$ cat config.mk
export PLATFORM = sky130hd
export DESIGN_NAME = ps2_keyboard_rx
export DESIGN_NICKNAME = d
export VERILOG_FILES = /design/src/rtl/ps2_keyboard_rx.sv
export SDC_FILE = /design/constraint.sdc
export NUM_CORES = 1
export LEC_CHECK = 0
export CAP_MARGIN = 20
export CORE_ASPECT_RATIO = 1.1
export CORE_MARGIN = 2
export CORE_UTILIZATION = 30
export CTS_CLUSTER_SIZE = 8
export DETAILED_ROUTE_END_ITERATION = 10
export PLACE_DENSITY = 0.53
export SYNTH_ARGS = -nofsm -noshare
export SYNTH_HDL_FRONTEND = slang
export SYNTH_SLANG_ARGS = --single-unit
$ cat constraint.sdc
create_clock -name clk -period 3 [get_ports clk]
set_input_delay 0.3 -clock clk [delete_from_list [all_inputs] [get_ports clk]]
set_output_delay 0.3 -clock clk [all_outputs]
set_load 0.005 [all_outputs]
$ cat src/rtl/ps2_keyboard_rx.sv
// rtl/ps2_keyboard_rx.sv - PS/2 keyboard receiver with glitch filter, frame checker, prefix decoder and event FIFO
module ps2_keyboard_rx #(
   parameter int FIFO_DEPTH     = 8,
   parameter int SYNC_STAGES    = 2,
   parameter int FILTER_LEN     = 4,
   parameter int TIMEOUT_CYCLES = 50000
) (
   input  logic                            clk,
   input  logic                            rst_n,
   input  logic                            ps2_clk,
   input  logic                            ps2_data,
   input  logic                            rd_en,
   input  logic                            clr_err,
   output logic [7:0]                      code,
   output logic                            is_break,
   output logic                            is_ext,
   output logic                            valid,
   output logic [$clog2(FIFO_DEPTH):0]     fifo_count,
   output logic                            parity_err,
   output logic                            frame_err,
   output logic                            overflow
);

   localparam int AW = $clog2(FIFO_DEPTH);
   localparam int CW = AW + 1;
   localparam int FW = $clog2(FILTER_LEN + 1);
   localparam int TW = $clog2(TIMEOUT_CYCLES + 1);
   localparam logic [FW-1:0] FILT_MAX = FW'(FILTER_LEN - 1);
   localparam logic [TW-1:0] TO_MAX   = TW'(TIMEOUT_CYCLES - 1);
   localparam logic [CW-1:0] DEPTH_C  = CW'(FIFO_DEPTH);

   typedef enum logic [1:0] {S_IDLE, S_DATA, S_PARITY, S_STOP} state_t;

   logic [SYNC_STAGES-1:0] clk_sync_q;
   logic [SYNC_STAGES-1:0] dat_sync_q;
   logic                   clk_s;
   logic                   dat_s;
   logic [FW-1:0]          filt_cnt_q;
   logic                   filt_q;
   logic                   prev_q;
   logic                   fall;

   state_t                 state_q;
   logic [7:0]             shift_q;
   logic [2:0]             bit_cnt_q;
   logic                   par_q;
   logic [TW-1:0]          to_cnt_q;
   logic                   good_q;
   logic                   err_q;
   logic                   parity_err_q;
   logic                   frame_err_q;

   logic                   ext_pend_q;
   logic                   brk_pend_q;
   logic                   dec_push;
   logic [9:0]             entry_d;

   logic [9:0]             mem_q [FIFO_DEPTH];
   logic [AW-1:0]          wr_ptr_q;
   logic [AW-1:0]          rd_ptr_q;
   logic [CW-1:0]          count_q;
   logic                   overflow_q;
   logic                   full;
   logic                   pop;
   logic                   wr;

   assign clk_s = clk_sync_q[SYNC_STAGES-1];
   assign dat_s = dat_sync_q[SYNC_STAGES-1];

   // Bring both pins into the clk domain; reset to the idle-high level
   always_ff @(posedge clk or negedge rst_n) begin
      if (!rst_n) begin
         clk_sync_q <= '1;
         dat_sync_q <= '1;
      end else begin
         clk_sync_q <= {clk_sync_q[SYNC_STAGES-2:0], ps2_clk};
         dat_sync_q <= {dat_sync_q[SYNC_STAGES-2:0], ps2_data};
      end
   end

   // Filtered clock flips only after FILTER_LEN consecutive disagreeing samples
   always_ff @(posedge clk or negedge rst_n) begin
      if (!rst_n) begin
         filt_cnt_q <= '0;
         filt_q     <= 1'b1;
         prev_q     <= 1'b1;
      end else begin
         prev_q <= filt_q;
         if (clk_s == filt_q) begin
            filt_cnt_q <= '0;
         end else if (filt_cnt_q == FILT_MAX) begin
            filt_q     <= clk_s;
            filt_cnt_q <= '0;
         end else begin
            filt_cnt_q <= filt_cnt_q + 1'b1;
         end
      end
   end

   assign fall = prev_q & ~filt_q;

   // Frame FSM: one step per filtered falling edge, with inactivity abort
   always_ff @(posedge clk or negedge rst_n) begin
      if (!rst_n) begin
         state_q      <= S_IDLE;
         shift_q      <= '0;
         bit_cnt_q    <= '0;
         par_q        <= 1'b0;
         to_cnt_q     <= '0;
         good_q       <= 1'b0;
         err_q        <= 1'b0;
         parity_err_q <= 1'b0;
         frame_err_q  <= 1'b0;
      end else begin
         good_q <= 1'b0;
         err_q  <= 1'b0;
         // Clear first so that a same-cycle error below takes priority
         if (clr_err) begin
            parity_err_q <= 1'b0;
            frame_err_q  <= 1'b0;
         end
         if (fall) begin
            to_cnt_q <= '0;
            case (state_q)
               S_IDLE: begin
                  if (!dat_s) begin
                     state_q   <= S_DATA;
                     bit_cnt_q <= '0;
                  end
               end
               S_DATA: begin
                  shift_q   <= {dat_s, shift_q[7:1]};
                  bit_cnt_q <= bit_cnt_q + 1'b1;
                  if (bit_cnt_q == 3'd7) state_q <= S_PARITY;
               end
               S_PARITY: begin
                  par_q   <= dat_s;
                  state_q <= S_STOP;
               end
               S_STOP: begin
                  state_q <= S_IDLE;
                  if (!dat_s) begin
                     frame_err_q <= 1'b1;
                     err_q       <= 1'b1;
                  end else if (^{par_q, shift_q}) begin
                     good_q <= 1'b1;
                  end else begin
                     parity_err_q <= 1'b1;
                     err_q        <= 1'b1;
                  end
               end
               default: state_q <= S_IDLE;
            endcase
         end else if (state_q != S_IDLE) begin
            if (to_cnt_q == TO_MAX) begin
               state_q  <= S_IDLE;
               to_cnt_q <= '0;
            end else begin
               to_cnt_q <= to_cnt_q + 1'b1;
            end
         end else begin
            to_cnt_q <= '0;
         end
      end
   end

   // shift_q is stable during the decoder cycle, so it doubles as the received byte
   assign dec_push = good_q && (shift_q != 8'hE0) && (shift_q != 8'hF0);
   assign entry_d  = {ext_pend_q, brk_pend_q, shift_q};

   // Prefix tracking: E0/F0 arm flags that attach to the next real code
   always_ff @(posedge clk or negedge rst_n) begin
      if (!rst_n) begin
         ext_pend_q <= 1'b0;
         brk_pend_q <= 1'b0;
      end else if (err_q) begin
         ext_pend_q <= 1'b0;
         brk_pend_q <= 1'b0;
      end else if (good_q) begin
         case (shift_q)
            8'hE0:   ext_pend_q <= 1'b1;
            8'hF0:   brk_pend_q <= 1'b1;
            default: begin
               ext_pend_q <= 1'b0;
               brk_pend_q <= 1'b0;
            end
         endcase
      end
   end

   assign full = (count_q == DEPTH_C);
   assign pop  = rd_en && (count_q != '0);
   assign wr   = dec_push && (!full || pop);

   // Event storage
   always_ff @(posedge clk or negedge rst_n) begin
      if (!rst_n) begin
         for (int i = 0; i < FIFO_DEPTH; i++) mem_q[i] <= '0;
      end else if (wr) begin
         mem_q[wr_ptr_q] <= entry_d;
      end
   end

   // Pointers, occupancy and overflow flag
   always_ff @(posedge clk or negedge rst_n) begin
      if (!rst_n) begin
         wr_ptr_q   <= '0;
         rd_ptr_q   <= '0;
         count_q    <= '0;
         overflow_q <= 1'b0;
      end else begin
         if (wr)  wr_ptr_q <= wr_ptr_q + 1'b1;
         if (pop) rd_ptr_q <= rd_ptr_q + 1'b1;
         case ({wr, pop})
            2'b10:   count_q <= count_q + 1'b1;
            2'b01:   count_q <= count_q - 1'b1;
            default: count_q <= count_q;
         endcase
         if (clr_err) overflow_q <= 1'b0;
         if (dec_push && full && !pop) overflow_q <= 1'b1;
      end
   end

   assign {is_ext, is_break, code} = mem_q[rd_ptr_q];
   assign valid      = (count_q != '0);
   assign fifo_count = count_q;
   assign parity_err = parity_err_q;
   assign frame_err  = frame_err_q;
   assign overflow   = overflow_q;

endmodule

After elaboration in Yosys (flattened, before gate mapping)
Cells that the tools add are included.
Operators by class
  multipliers: 0
  equality and inequality tests: 19
  reduce and logical (&&, ||, !) cells: 27
  div/mod/pow operators: 0
  $lt $le $gt $ge: 3
  shift operators: 0
  $add $sub $neg: 7
  multiplexer cells: 45
  bitwise logic cells: 5
Operators by type and width (number)
  $bwmux 80: 1
  $mux 16: 3
  $bmux 10 s3: 1
  $demux 10 s3: 1
  $mux 10: 3
  $mux 1: 23
  $add 16x1->16 const B: 1
  $eq 16x16->1 const B: 1
  $eq 8x8->1 const B: 2
  $ne 8x8->1 const B: 2
  $reduce_bool 2->1: 7
  $add 3x1->3 const B: 4
  $mux 2: 5
  $reduce_and 2->1: 5
  $mux 3: 3
  $reduce_xor 9->1: 1
  $ge 4x4->1 const B: 2
  $not 3->4: 2
  $pmux 2 s4: 1
  $pmux 4 s2: 1
  $logic_and 1x1->1: 7
  $eq 2x2->1 const B: 3
  $ne 2x2->1 const B: 3
  $ne 3x3->1 const B: 2
  other kinds (18): 22
Storage, ports and cells
  bits in read-only memories: 0
  flip-flop bits (word level): 136
  input bits: 6
  bits in latches: 0
  memories: 0
  RAM bits: 0
  word-level logic and storage cells: 134

Logic depth before layout (Yosys ltp)
  word-level depth: 6
  depth in mapped cells: 13

Worst setup path after synthesis
Ideal clock, no wire load.
  path kind: register to register
  from: register shift_q[4]
  to: register count_q[2], in the netlist fifo_count[2]
  stages on the path, launching flop included: 14
  library setup time: 0.127 ns
  arrival time: 2.450 ns
  period minus slack after synthesis: 2.578 ns
  setup slack: 0.422 ns
  path through: dfrtp_1 -> clkbuf_1 -> inv_1 -> ha_1 -> o2111ai_1 -> o211ai_2 -> buf_6 -> ha_1 -> xor2_1 -> ha_1 -> a21oi_1 -> xor2_1 -> nor2_1 -> xor2_1
On the way
  cells in the longest elaborated chain, start to end: 6
  elaborated cells on any way between the ends: 9
  those cells by class: 4 x eq/ne; 1 x mux; 4 x reduce/logical
RTL lines
  start: declaration: line 44  | logic [7:0] shift_q;
  start signal: assignment: line 132  | shift_q <= {dat_s, shift_q[7:1]};
  $ne 8x8->1: line 168  | assign dec_push = good_q && (shift_q != 8'hE0) && (shift_q != 8'hF0);
  $logic_and 1x1->1: line 168
  $logic_and 1x1->1 (*): line 168
  $logic_and 1x1->1 (*): line 193  | assign wr = dec_push && (!full || pop);
  $eq 2x1->1 or $eq 2x2->1 (tied branches): line 214  | case ({wr, pop})
  $pmux 4 s2 or $reduce_bool 2->1 (tied branches)
  end signal: assignment: line 215  | 2'b10: count_q <= count_q + 1'b1;
  end signal: assignment: line 216  | 2'b01: count_q <= count_q - 1'b1;
  end signal: assignment: line 217  | default: count_q <= count_q;
  end: declaration: line 61  | logic [CW-1:0] count_q;
Mark *: on every way between the ends. The rest lies on a longest branch, timed or not.
A chain may end at the register's enable or synchronous reset.

Worst setup path after layout
  from: register shift_q[5]
  to: register mem_q[22] (netlist bit)
On the way
  cells in the longest elaborated chain, start to end: 4
  elaborated cells on any way between the ends: 5
  those cells by class: 2 x eq/ne; 3 x reduce/logical
RTL lines
  $ne 8x8->1: line 168
  $logic_and 1x1->1: line 168
  $logic_and 1x1->1 (*): line 168
  $logic_and 1x1->1 (*): line 193
  end signal: indexed assignment: line 200  | mem_q[wr_ptr_q] <= entry_d;
  end: declaration: line 58  | logic [9:0] mem_q [FIFO_DEPTH];
Marked as above.

==> results.ini <==
[critical_path]
start_kind=register
critPathBufInv=2
cpMostUsedCell=buf_4
cpPeakStageDelay_ps=500
slowest_stage=dfrtp_1
crit_chain=ha_1 -> o2111ai_1 -> o211ai_2 -> buf_4 -> nor4bb_2 -> buf_4 -> mux2_2
crit_type=register to register
critPathRequiredTime_ps=3290
end_kind=register
critPathMaxFanout=12
cp.arrival_ps=3110
cp_top_family=compound AO/OA/AOI/OAI gates

[synth]
synth_common_cells=dfrtp_1 (130), mux2_2 (70), mux2_4 (30)
syn_inst=474
synth_top_area_share_pct=49.7
synth_area_leaders=dfrtp_1 (50%), mux2_2 (12%), mux2_4 (6.9%), mux4_2 (6.9%), ha_1 (3.4%)
synth.distinct_cells=50
synth_area_per_cell_um2=13.8
synth-edff-count=0
synth_area_leader_cell=dfrtp_1
ys_seq_elements=136
async_reset_ff_share_pct=100
synth.most_common_cell=dfrtp_1
yosys_most_used_dff=dfrtp_1
synth_nets=498
yosysWarnings=0
synth.cell_area_um2=6550
yosysSeqAreaShare_pct=52.1

[global_routing]
grt_max_degree=86
grt_use_total_pct=12.5
grt_pass1_wl_mm=22.0
grt_remaining_overflow=0
first_global_vias=3992
antenna_found_initial=0

[timing]
min_period_ps=2810
worst_slew_pin_slew_ps=807
hold_viol_final=0
finalSetupViolCount=0
fmax_mhz=356
rsz0062_at_grt=false
totalNegativeSetupSlack_ps=0
slew_headroom_pct=46.2
min_period_over_period_pct=93.7
slew_viol_final=0
clock_skew_ps=5.16

[die]
ioPinCount=24
die_x_um=145
start_util_pct=30.6
core_area_um2=21400
die_height_um=159
dieArea_um2=23000
fp-row-count=56

[place]
port_buffers=23
dp_hpwl_mm=8.67
gp_congestion=0.756
place_area_um2=7160

[clocking]
clk_latency_ps=410
root_buffer=clkbuf_16
cts_made_buffers=17
clockBufferDepth=2
cts_tree=built
path_clk_slew_ps=60
htreeDepth=4
clock-sinks=136

[detailed_routing]
ant_nets=0
drt-pass1-iter-count=4
vias=3814
drtIter0Drc=202
drc_errors=0
wl_per_cell_um=16.6
vias_per_cell=4.72
wirelength_mm=13.4

[final_layout]
fin_util_pct=36.6
multiInputGateArea_um2=2950
nFillCells=2055
final_nets=529
register_area_um2=3410
n_antenna_cell=0
drive_gt1_share_pct=35.3
design_area_um2=7810
syn_to_final_growth_pct=19.4

[power]
p_leak_nw=3.41
power_density_nw_per_um2=758
irDropWorstVdd_v=0.000331

[flow_run]
drv_cap=0

[outcome]
status=finished, final reports clean

[min_path]
hp-class=input port to register

[state kept, by name, indices dropped and copies added (netlist names)]
name        flops
to_cnt_q       16
filt_q          1
dat_sync_q      2
ext_pend_q      1
overflow        1
clk_sync_q      2
par_q           1
bit_cnt_q       3
filt_cnt_q      3
state_q         2
err_q           1
rd_ptr_q        3
brk_pend_q      1
fifo_count      4
mem_q          80
parity_err      1
good_q          1
shift_q         8
prev_q          1
wr_ptr_q        3
frame_err       1
[stage by stage]
step	instances	setup WS [ps]	hold slack (ps)	power, mW
floorplan	474	422	4.41	3.26
global placement	775	300	346	3.66
detailed placement	775	183	348	3.70
CTS	808	161	264	6.01
global route	808	13.1	281	6.26
finish	808	189	289	5.92
[layer usage]
| metal | track usage, % | vias to the layer above | wire length [µm] |
|---|---|---|---|
| li1 | - | 1759 | - |
| met1 | 17.0 | 1989 | 6360 |
| met2 | 19.6 | 51 | 6500 |
| met3 | 3.02 | 15 | 376 |
| met4 | 4.24 | 0 | 150 |
| met5 | 0 | - | 0 |
[layout make-up]
type	instances	share of cell area (%)
Multi-Input combinational cell	293	37.7
Timing Repair Buffer	40	4.95
Sequential cell	136	43.7
Tap cell	290	4.64
Clock inverter	7	1.76
Clock buffer	25	6.47
Inverter	17	0.817
[power breakdown]
part / total, mW / switching (mW) / internal (mW)
registers: 2.33 / 0.298 / 2.04
logic: 1.32 / 0.675 / 0.641
clock network: 2.27 / 0.767 / 1.50
total: 5.92 / 1.74 / 4.18
[cells in the final DEF, fill, tap and decap left out, drive strengths merged, types with 3 or more instances in the layout]
cell,count
nor2,25
a21oi,10
nor4b,4
nand3b,4
nor3,5
bufinv,4
clkdlybuf4s50,22
mux4,20
clkbuf,25
a32o,3
nor4,6
nand4,3
buf,17
nand2b,4
xor2,7
dfstp,6
or2,3
mux2,100
nor2b,4
xnor2,19
inv,17
nand2,16
o21ai,7
or3,3
o2bb2ai,3
dfrtp,130
nand3,12
ha,18
[logic make-up (layout without fill, tap and decap cells)]
group           after synthesis  count (layout)  share of synthesized area [%]
xor+xnor                     26              26                           3.48
mux                         120             120                           25.8
fa+ha+maj                    18              18                           3.44
buf+inv                      45              89                           3.25
compound gates               32              32                           3.35
simple gates                 97              97                           8.56
flops                       136             136                           52.1
[repair_timing]
| action | 4_1_cts | 5_1_grt |
|---|---|---|
| hold buffers | 1 | 0 |
| gates resized for setup | 0 | 0 |
| buffers inserted | 0 | 0 |
| endpoints found under the hold margin | 60 | 0 |
[path summary, 6_finish.rpt]
check	from	to	slack, ps	cells past startpoint
min in group asynchronous	rst_n	mem_q[21]	510	2
worst max-delay path	shift_q[5]	mem_q[22]	190	7
max in group asynchronous	rst_n	to_cnt_q[0]	1760	3
worst max register to register	shift_q[5]	mem_q[22]	190	7
worst min register to register	dat_sync_q[0]	dat_sync_q[1]	350	0
worst min-delay path	ps2_clk	clk_sync_q[0]	290	1
No activity file was read; power rests on OpenSTA's default activity.
